--- src/rtl/bcd_conv_sched.sv ---
// rtl/bcd_conv_sched.sv - round-robin shared binary-to-BCD (double-dabble) converter
// Optional: define BCD_CLAMP_99_EN to clamp results above 99 to 99 with ovf set.
module bcd_conv_sched #(
    parameter int NREQ  = 4,
    parameter int PTR_W = 2
) (
    input  logic                clk,
    input  logic                reset,
    input  logic [NREQ-1:0]     req,
    input  logic [NREQ*7-1:0]   bin_flat,
    output logic [NREQ-1:0]     ack,
    output logic                busy,
    output logic [PTR_W-1:0]    grant_id,
    output logic                done,
    output logic [3:0]          hundreds,
    output logic [3:0]          tens,
    output logic [3:0]          ones,
    output logic                ovf
);

    typedef enum logic [1:0] {
        IDLE  = 2'd0,
        SHIFT = 2'd1,
        DONE  = 2'd2
    } state_t;

    state_t           state, state_nxt;
    logic [PTR_W-1:0] ptr;
    logic [2:0]       cnt;
    logic [6:0]       shreg;
    logic [3:0]       wh, wt, wo;

    logic             found;
    logic [PTR_W-1:0] sel;
    logic [PTR_W-1:0] cand;
    logic [6:0]       sel_bin;
    int               cand_i;

    logic [3:0]       ah, at, ao;
    logic [3:0]       wh_n, wt_n, wo_n;
    logic [6:0]       shreg_n;

    function automatic logic [3:0] add3(input logic [3:0] d);
        return (d >= 4'd5) ? d + 4'd3 : d;
    endfunction

    // Round-robin scan: first asserted req at or above ptr, wrapping.
    always_comb begin
        found   = 1'b0;
        sel     = '0;
        cand    = '0;
        cand_i  = 0;
        sel_bin = '0;
        for (int i = 0; i < NREQ; i++) begin
            cand_i = int'(ptr) + i;
            if (cand_i >= NREQ) begin
                cand_i = cand_i - NREQ;
            end
            cand = PTR_W'(cand_i);
            if (!found && req[cand]) begin
                found = 1'b1;
                sel   = cand;
            end
        end
        for (int k = 0; k < NREQ; k++) begin
            if (int'(sel) == k) begin
                sel_bin = bin_flat[k*7 +: 7];
            end
        end
    end

    // One double-dabble step: correct each digit, then shift the whole chain left.
    always_comb begin
        ah      = add3(wh);
        at      = add3(wt);
        ao      = add3(wo);
        wh_n    = {ah[2:0], at[3]};
        wt_n    = {at[2:0], ao[3]};
        wo_n    = {ao[2:0], shreg[6]};
        shreg_n = {shreg[5:0], 1'b0};
    end

    always_comb begin
        state_nxt = state;
        case (state)
            IDLE:    if (found) state_nxt = SHIFT;
            SHIFT:   if (cnt == 3'd1) state_nxt = DONE;
            DONE:    state_nxt = IDLE;
            default: state_nxt = IDLE;
        endcase
    end

    assign busy = (state != IDLE);

    always_ff @(posedge clk) begin
        if (reset) begin
            state    <= IDLE;
            ptr      <= '0;
            cnt      <= '0;
            shreg    <= '0;
            wh       <= '0;
            wt       <= '0;
            wo       <= '0;
            grant_id <= '0;
            done     <= 1'b0;
            ack      <= '0;
            hundreds <= '0;
            tens     <= '0;
            ones     <= '0;
        end else begin
            state <= state_nxt;
            done  <= 1'b0;
            ack   <= '0;
            case (state)
                IDLE: begin
                    if (found) begin
                        shreg    <= sel_bin;
                        wh       <= '0;
                        wt       <= '0;
                        wo       <= '0;
                        grant_id <= sel;
                        ptr      <= (int'(sel) == NREQ - 1) ? '0 : sel + 1'b1;
                        cnt      <= 3'd7;
                    end
                end
                SHIFT: begin
                    wh    <= wh_n;
                    wt    <= wt_n;
                    wo    <= wo_n;
                    shreg <= shreg_n;
                    cnt   <= cnt - 3'd1;
                    // Result registers are loaded as the last shift lands, so they
                    // are valid for the whole DONE cycle alongside done/ack.
                    if (cnt == 3'd1) begin
                        done <= 1'b1;
                        ack  <= NREQ'(1) << grant_id;
`ifdef BCD_CLAMP_99_EN
                        if (wh_n != 4'd0) begin
                            hundreds <= 4'd0;
                            tens     <= 4'd9;
                            ones     <= 4'd9;
                        end else begin
                            hundreds <= wh_n;
                            tens     <= wt_n;
                            ones     <= wo_n;
                        end
`else
                        hundreds <= wh_n;
                        tens     <= wt_n;
                        ones     <= wo_n;
`endif
                    end
                end
                default: ;
            endcase
        end
    end

`ifdef BCD_CLAMP_99_EN
    always_ff @(posedge clk) begin
        if (reset) begin
            ovf <= 1'b0;
        end else if (state == SHIFT && cnt == 3'd1) begin
            ovf <= (wh_n != 4'd0);
        end
    end
`else
    assign ovf = 1'b0;
`endif

endmodule

--- config.mk ---
export PLATFORM = sky130hd
export DESIGN_NAME = bcd_conv_sched
export DESIGN_NICKNAME = d
export VERILOG_FILES = /design/src/rtl/bcd_conv_sched.sv
export SDC_FILE = /design/constraint.sdc
export NUM_CORES = 1
export LEC_CHECK = 0
export CELL_PAD_IN_SITES_DETAIL_PLACEMENT = 1
export CELL_PAD_IN_SITES_GLOBAL_PLACEMENT = 2
export CORE_MARGIN = 5
export CORE_UTILIZATION = 25
export DETAILED_ROUTE_END_ITERATION = 10
export PLACE_DENSITY_LB_ADDON = 0.05
export SLEW_MARGIN = 20
export SYNTH_ARGS = -nofsm -noshare
export SYNTH_HDL_FRONTEND = slang
export SYNTH_SLANG_ARGS = --single-unit
--- constraint.sdc ---
create_clock -name clk -period 5.92 [get_ports clk]
set_clock_uncertainty 0.1 [all_clocks]
set_input_delay 0.592 -clock clk [delete_from_list [all_inputs] [get_ports clk]]
set_output_delay 0.592 -clock clk [all_outputs]
set_load 0.005 [all_outputs]
==> flow_summary.ini, run 1 <==
[sta]
worst_pin_slew_ps = 676
finalHoldViolCount = 0
rsz0062_at_grt = no
finalCritPeriodShare_pct = 50.4
clock.fmax_mhz = 335
setup_violations = 0
timing.final.ws_setup_ps = 2940
finalCriticalPeriod_ps = 2980
slew_headroom_pct = 54.9
fin_setup_tns_ps = 0
slew_viol_final = 0

[hold_path]
min_path_cells = 2
hold_end = shreg[0]
hp-start = shreg[0]
hp-class = reg -> reg

[critical_path]
path_cells = clkdlybuf4s50_1 -> nand2b_1 -> a21oi_1 -> nor4_1 -> inv_1 -> ha_1 -> or2_2 -> a221oi_1 -> or3_1 -> a21oi_1
arrival_ps = 3040
reg2reg_to = shreg[3]
cp-start-kind = input pin
reg2regPathDepth = 9
cp_common_cell = a21oi_1
cp_max_fo = 6
r2r_slack_ps = 3250
slowest_delay_ps = 560
path_delay_family = simple AND/OR/NAND/NOR gates
rr_startpoint = ptr[1]
required_ps = 5980
cp.buffers_inverters = 2
worstSetupEndpointType = register
path_class = in -> reg
critPathSlowestCell = clkdlybuf4s50_1

[cts]
htreeDepth = 2
cts.clk_slew.worst_paths_ps = 80
cts_buffers = 5
clk_latency_ps = 290
clk_path_buf_depth = 2
cts-root-buf = clkbuf_8
cts_resized = 0
cts_tree = yes
cts_sinks = 45
postCtsHoldBufs = 0
cts_setup_buffers = 0

[synthesis]
synth_area_leaders = dfxtp_1, ha_1, a21oi_1, nand2b_1, o21ai_0
synth_cell_types = 43
yosysSeqAreaShare_pct = 39.5
synth.most_common_cell = dfxtp_1
netlist_area_sq_um = 2280
syn-num-nets = 305
synth_top_area_share_pct = 39.5
syn_area_per_cell_sq_um = 8.81
synth_ff_type = dfxtp_1
yosys_warnings = 0
synth_top_cell_by_area = dfxtp_1
synth_enable_flop_cells = 0
async_reset_ff_share_pct = 0
synth_seq_cells = 45
syn-instance-count = 259
yosys-top-cells-count = dfxtp_1, a21oi_1, o21ai_0

[finish]
diodes = 0
finish.cell_count_without_fillers = 416
drive_above_1_share_pct = 7.47
nFillCells = 1044
fin_util_pct = 34.1
syn_to_final_growth_pct = 31.5
finalNetCount = 353

[global_route]
antenna_found_initial = 0
globalRoute.totalOverflow = 0
grt_max_degree = 42
grt_pass1_wl_mm = 10.7
grtUsageTotal_pct = 11.6
grt_pass1_vias = 2194

[floorplanning]
die_x_um = 106
start_util_pct = 25.9
die_h_um = 106
die_area_sq_um = 11100
rows = 34
coreArea_sq_um = 8810
pin_count = 55

[power]
cell_internal_pwr_uw = 542
p_per_area_nw_per_um2 = 251
switching_share_pct = 28.1
p_comb_share_pct = 23.0
p_sw_uw = 212
ir_worst_vdd_mv = 0.0856
p_clk_share_pct = 32.2
power.share.sequential_pct = 44.8
leakagePower_nw = 1.04

[outcome]
status = complete, no violations

[place]
numPortBuffers = 53
place.gp.congestion = 0.768
dp_cells = 408
hpwl_mm = 4.63
place_ws_ps = 2630

[route]
first_pass_iters = 4
route.detailed.drc = 0
finalWirelength_mm = 6.30
viasPerCell = 4.89
drt_iter0_markers = 50
vias = 2035
post_drt_wl_per_cell_um = 15.1
detail-route-antenna-nets = 0

[job]
cap_violations = 0
layout by cell type (no fill, tap or decap), types with 4 or more instances in the layout:
cell	netlist	final
ha_1	12	12
clkbuf_8	0	6
nand3_1	6	6
or4_1	4	4
or3_1	7	7
nand2_1	10	10
a22oi_1	6	6
o22ai_1	13	13
a221oi_1	7	7
nor3b_1	6	6
a21oi_2	4	4
o21ai_0	18	18
clkdlybuf4s50_1	0	53
inv_1	14	14
nand2b_1	15	15
a21oi_1	26	26
nor2_1	11	10
dfxtp_1	45	45
nor3_1	4	4
a211oi_1	5	5
sequential cells by signal, summed over array words and instances (netlist names):
| signal | count |
|---|---|
| grant_id | 2 |
| hundreds | 4 |
| cnt | 3 |
| shreg | 7 |
| ptr | 2 |
| ack | 4 |
| ones | 4 |
| tens | 4 |
| wh | 4 |
| wo | 4 |
| state | 2 |
| wt | 4 |
| done | 1 |
logic make-up (layout without fill, tap and decap cells):
family | count (synthesis) | after routing | synth area share (%)
AO/OA/AOI/OAI | 83 | 83 | 23.0
AND/OR/NAND/NOR | 80 | 80 | 20.7
flip-flops | 45 | 45 | 39.5
buffers and inverters | 29 | 78 | 6.14
adder cells (fa/ha/maj) | 12 | 12 | 6.58
multiplexers | 5 | 5 | 2.36
XOR/XNOR | 4 | 4 | 1.54
other | 1 | 1 | 0.164
worst max-delay path by stage:
| stage | startpoint | end | slack (ps) | cells past startpoint |
|---|---|---|---|---|
| after detailed placement | req[3] | shreg[3] | 2630 | 10 |
| after global placement | req[3] | shreg[2] | 2640 | 10 |
| after CTS | req[3] | shreg[3] | 2930 | 10 |
| after global routing | req[3] | shreg[2] | 2650 | 10 |
| after floorplan | req[2] | shreg[4] | 3360 | 10 |
| final | req[3] | shreg[3] | 2940 | 10 |
tightest hold or removal path, cell delays in order, from the launching register on:
cell and delay (ps):
dfxtp_1 320, nand3_2 70, a21oi_2 50
metrics by stage:
stage / power, mW / cell area [sq um] / hold WS (ps)
2_1_floorplan: 0.457 / 2280 / 344
3_3_place_gp: 0.520 / 2880 / 362
3_5_place_dp: 0.521 / 2880 / 368
4_1_cts: 0.770 / 3000 / 380
5_1_grt: 0.805 / 3000 / 399
6_report: 0.755 / 3000 / 379
power groups by stage:
| stage | Combinational, mW | Sequential (mW) | Clock [mW] |
|---|---|---|---|
| after detailed placement | 0.175 | 0.346 | 0 |
| after CTS | 0.176 | 0.339 | 0.255 |
| after global placement | 0.175 | 0.346 | 0 |
| after floorplan | 0.118 | 0.340 | 0 |
| after global routing | 0.196 | 0.342 | 0.267 |
| final | 0.173 | 0.338 | 0.243 |
area by class of cell:
type / instances / area (sq um) / share of cell area (%)
clock buffers: 7 / 86.3 / 2.88
well taps: 108 / 135 / 4.50
multi-input cells: 185 / 1240 / 41.4
clock inverters: 1 / 30.0 / 1.00
flip-flops and latches: 45 / 901 / 30.0
repair buffers: 56 / 553 / 18.4
inverters: 14 / 52.6 / 1.75
routing by layer:
metal	global-route usage [%]	routed length [um]	vias up
li1	-	-	1027
met1	14.8	3000	965
met4	3.61	84	0
met2	20.0	2980	37
met3	2.02	231	6
met5	0	0	-
(Power assumes the default switching activity.)
==> inputs of run 2 (changes only) <==
- clock period: 5.92 -> 2.5 ns (I/O delays scaled with it)
==> run 2 against run 1 <==
Against the previous run:
- critical path depth unchanged
- power is 140% higher
- clock power grew 110%
- first-iteration DRC count down 32%
- clock-buffer cell count stayed put
- hold slack got worse by 1.3 ps
- critical path type unchanged
==> flow_summary.ini, run 2 (synthesis gave the netlist of run 1 again) <==
[finish]
largest_reg_flops = 7
finalNetCount = 371
diodes = 0
drive_above_1_share_pct = 15.3
mostFrequentLayoutCell = clkdlybuf4s50_1
layout_common_cells = clkdlybuf4s50_1, dfxtp_1, a21oi_1
syn_to_final_growth_pct = 39.1
largest-register = shreg

[cts]
htreeDepth = 2
cts_sinks = 45
clk_path_buf_depth = 2
cts_buffers = 5
cts-root-buf = clkbuf_8
clk_latency_ps = 290
cts.clk_slew.worst_paths_ps = 80
cts_tree = yes
cts_setup_buffers = 0

[critical_path]
cp-start-kind = input pin
path_cells = clkdlybuf4s50_1 -> nor4_2 -> nor4_2 -> buf_4 -> ha_1 -> nor2b_1 -> buf_4 -> a221oi_1 -> or3_1 -> a21oi_1
arrival_ps = 2460
path_class = in -> reg
required_ps = 2630
cp_max_fo = 6
critPathSlowestCell = clkdlybuf4s50_1
worstSetupEndpointType = register
slowest_delay_ps = 490

[route]
viasPerCell = 4.84
post_drt_wl_per_cell_um = 15.1
drt_iter0_markers = 34
vias = 2101
detail-route-antenna-nets = 0
first_pass_iters = 4
route.detailed.drc = 0
finalWirelength_mm = 6.54

[floorplanning]
rows = 34
coreArea_sq_um = 8810
pin_count = 55
start_util_pct = 25.9
die_h_um = 106
die_area_sq_um = 11100
die_x_um = 106

[hold_path]
hp-class = reg -> reg

[sta]
rsz0062_at_grt = no
setup_violations = 0
finalCritPeriodShare_pct = 93.3
timing.final.ws_setup_ps = 169
finalCriticalPeriod_ps = 2330
worst_pin_slew_ps = 501
slew_headroom_pct = 66.5
clock.fmax_mhz = 429
slew_viol_final = 0
finalHoldViolCount = 0
fin_setup_tns_ps = 0

[outcome]
status = complete, no violations

[place]
place.gp.congestion = 0.751
hpwl_mm = 4.89
numPortBuffers = 53
place_ws_ps = -345

[global_route]
grt_pass1_wl_mm = 10.8
grt_pass1_vias = 2214
grt_max_degree = 25
grtUsageTotal_pct = 11.7
globalRoute.totalOverflow = 0
antenna_found_initial = 0

[power]
leakagePower_nw = 1.14
ir_worst_vdd_mv = 0.189
p_per_area_nw_per_um2 = 567

[job]
cap_violations = 0
==> run 2: final timing paths <==
kind              endpoint  slack, ps  cells after the start      from
hold reg to reg   shreg[0]        380                      2  shreg[0]
setup / recovery  shreg[5]        170                     10    req[1]
hold / removal    shreg[0]        380                      2  shreg[0]
setup reg to reg  shreg[5]        230                     10    ptr[1]
==> run 2: power by group <==
| group | leakage (nW) | total [mW] | switching, mW | internal [mW] |
|---|---|---|---|---|
| Combinational | 0.718 | 0.495 | 0.244 | 0.251 |
| Clock | 0.0542 | 0.502 | 0.252 | 0.250 |
| Sequential | 0.367 | 0.801 | 0.0364 | 0.764 |
==> run 2: area by class of cell <==
cell class                      instances  area [sq um]
Clock buffer                            7          96.3
Clock inverter                          1          5.00
Fill cell                            1017          5630
Inverter                               14          52.6
Multi-Input combinational cell        185          1290
Sequential cell                        45           902
Tap cell                              108           135
Timing Repair Buffer                   74           688
==> run 2: worst max-delay path: cells and delay by family <==
family                     cells  cell delay (ps)
adders and majority gates      1              200
and+or+nand+nor                4              990
buffers and inverters          3              810
AOI/OAI and AO/OA              2              220
==> run 2: metrics by stage <==
stage	std cells	util [%]	hold WS [ps]	instance area, sq um	power (mW)
4_1_cts	434	35.5	381	3130	1.81
3_5_place_dp	426	34.3	369	3020	1.29
6_report	434	36.0	378	3170	1.80
5_1_grt	434	36.0	393	3170	1.91
2_1_floorplan	259	-	338	2280	1.08
3_3_place_gp	426	34.3	363	3020	1.29
==> run 2: what timing repair did <==
action                                  4_1_cts  5_1_grt
hold buffers                                  0        0
endpoints found under the setup margin        6        6
gates resized for setup                       2        8
pin swaps                                     0        1
==> run 2: layer usage <==
layer	vias to the layer above	share of wire [%]	track usage, %
li1	1064	-	-
met2	35	48	19.9
met1	997	47	15.1
met3	5	3.6	2.32
met5	-	0	0
met4	0	1.1	3.33
==> inputs of run 3 (changes only) <==
- CTS_BUF_LIST: unset -> sky130_fd_sc_hd__clkbuf_8
- HOLD_SLACK_MARGIN: unset -> 0.06
==> results of run 3 <==
The final DEF is identical to that of run 2; final timing and power are the same.
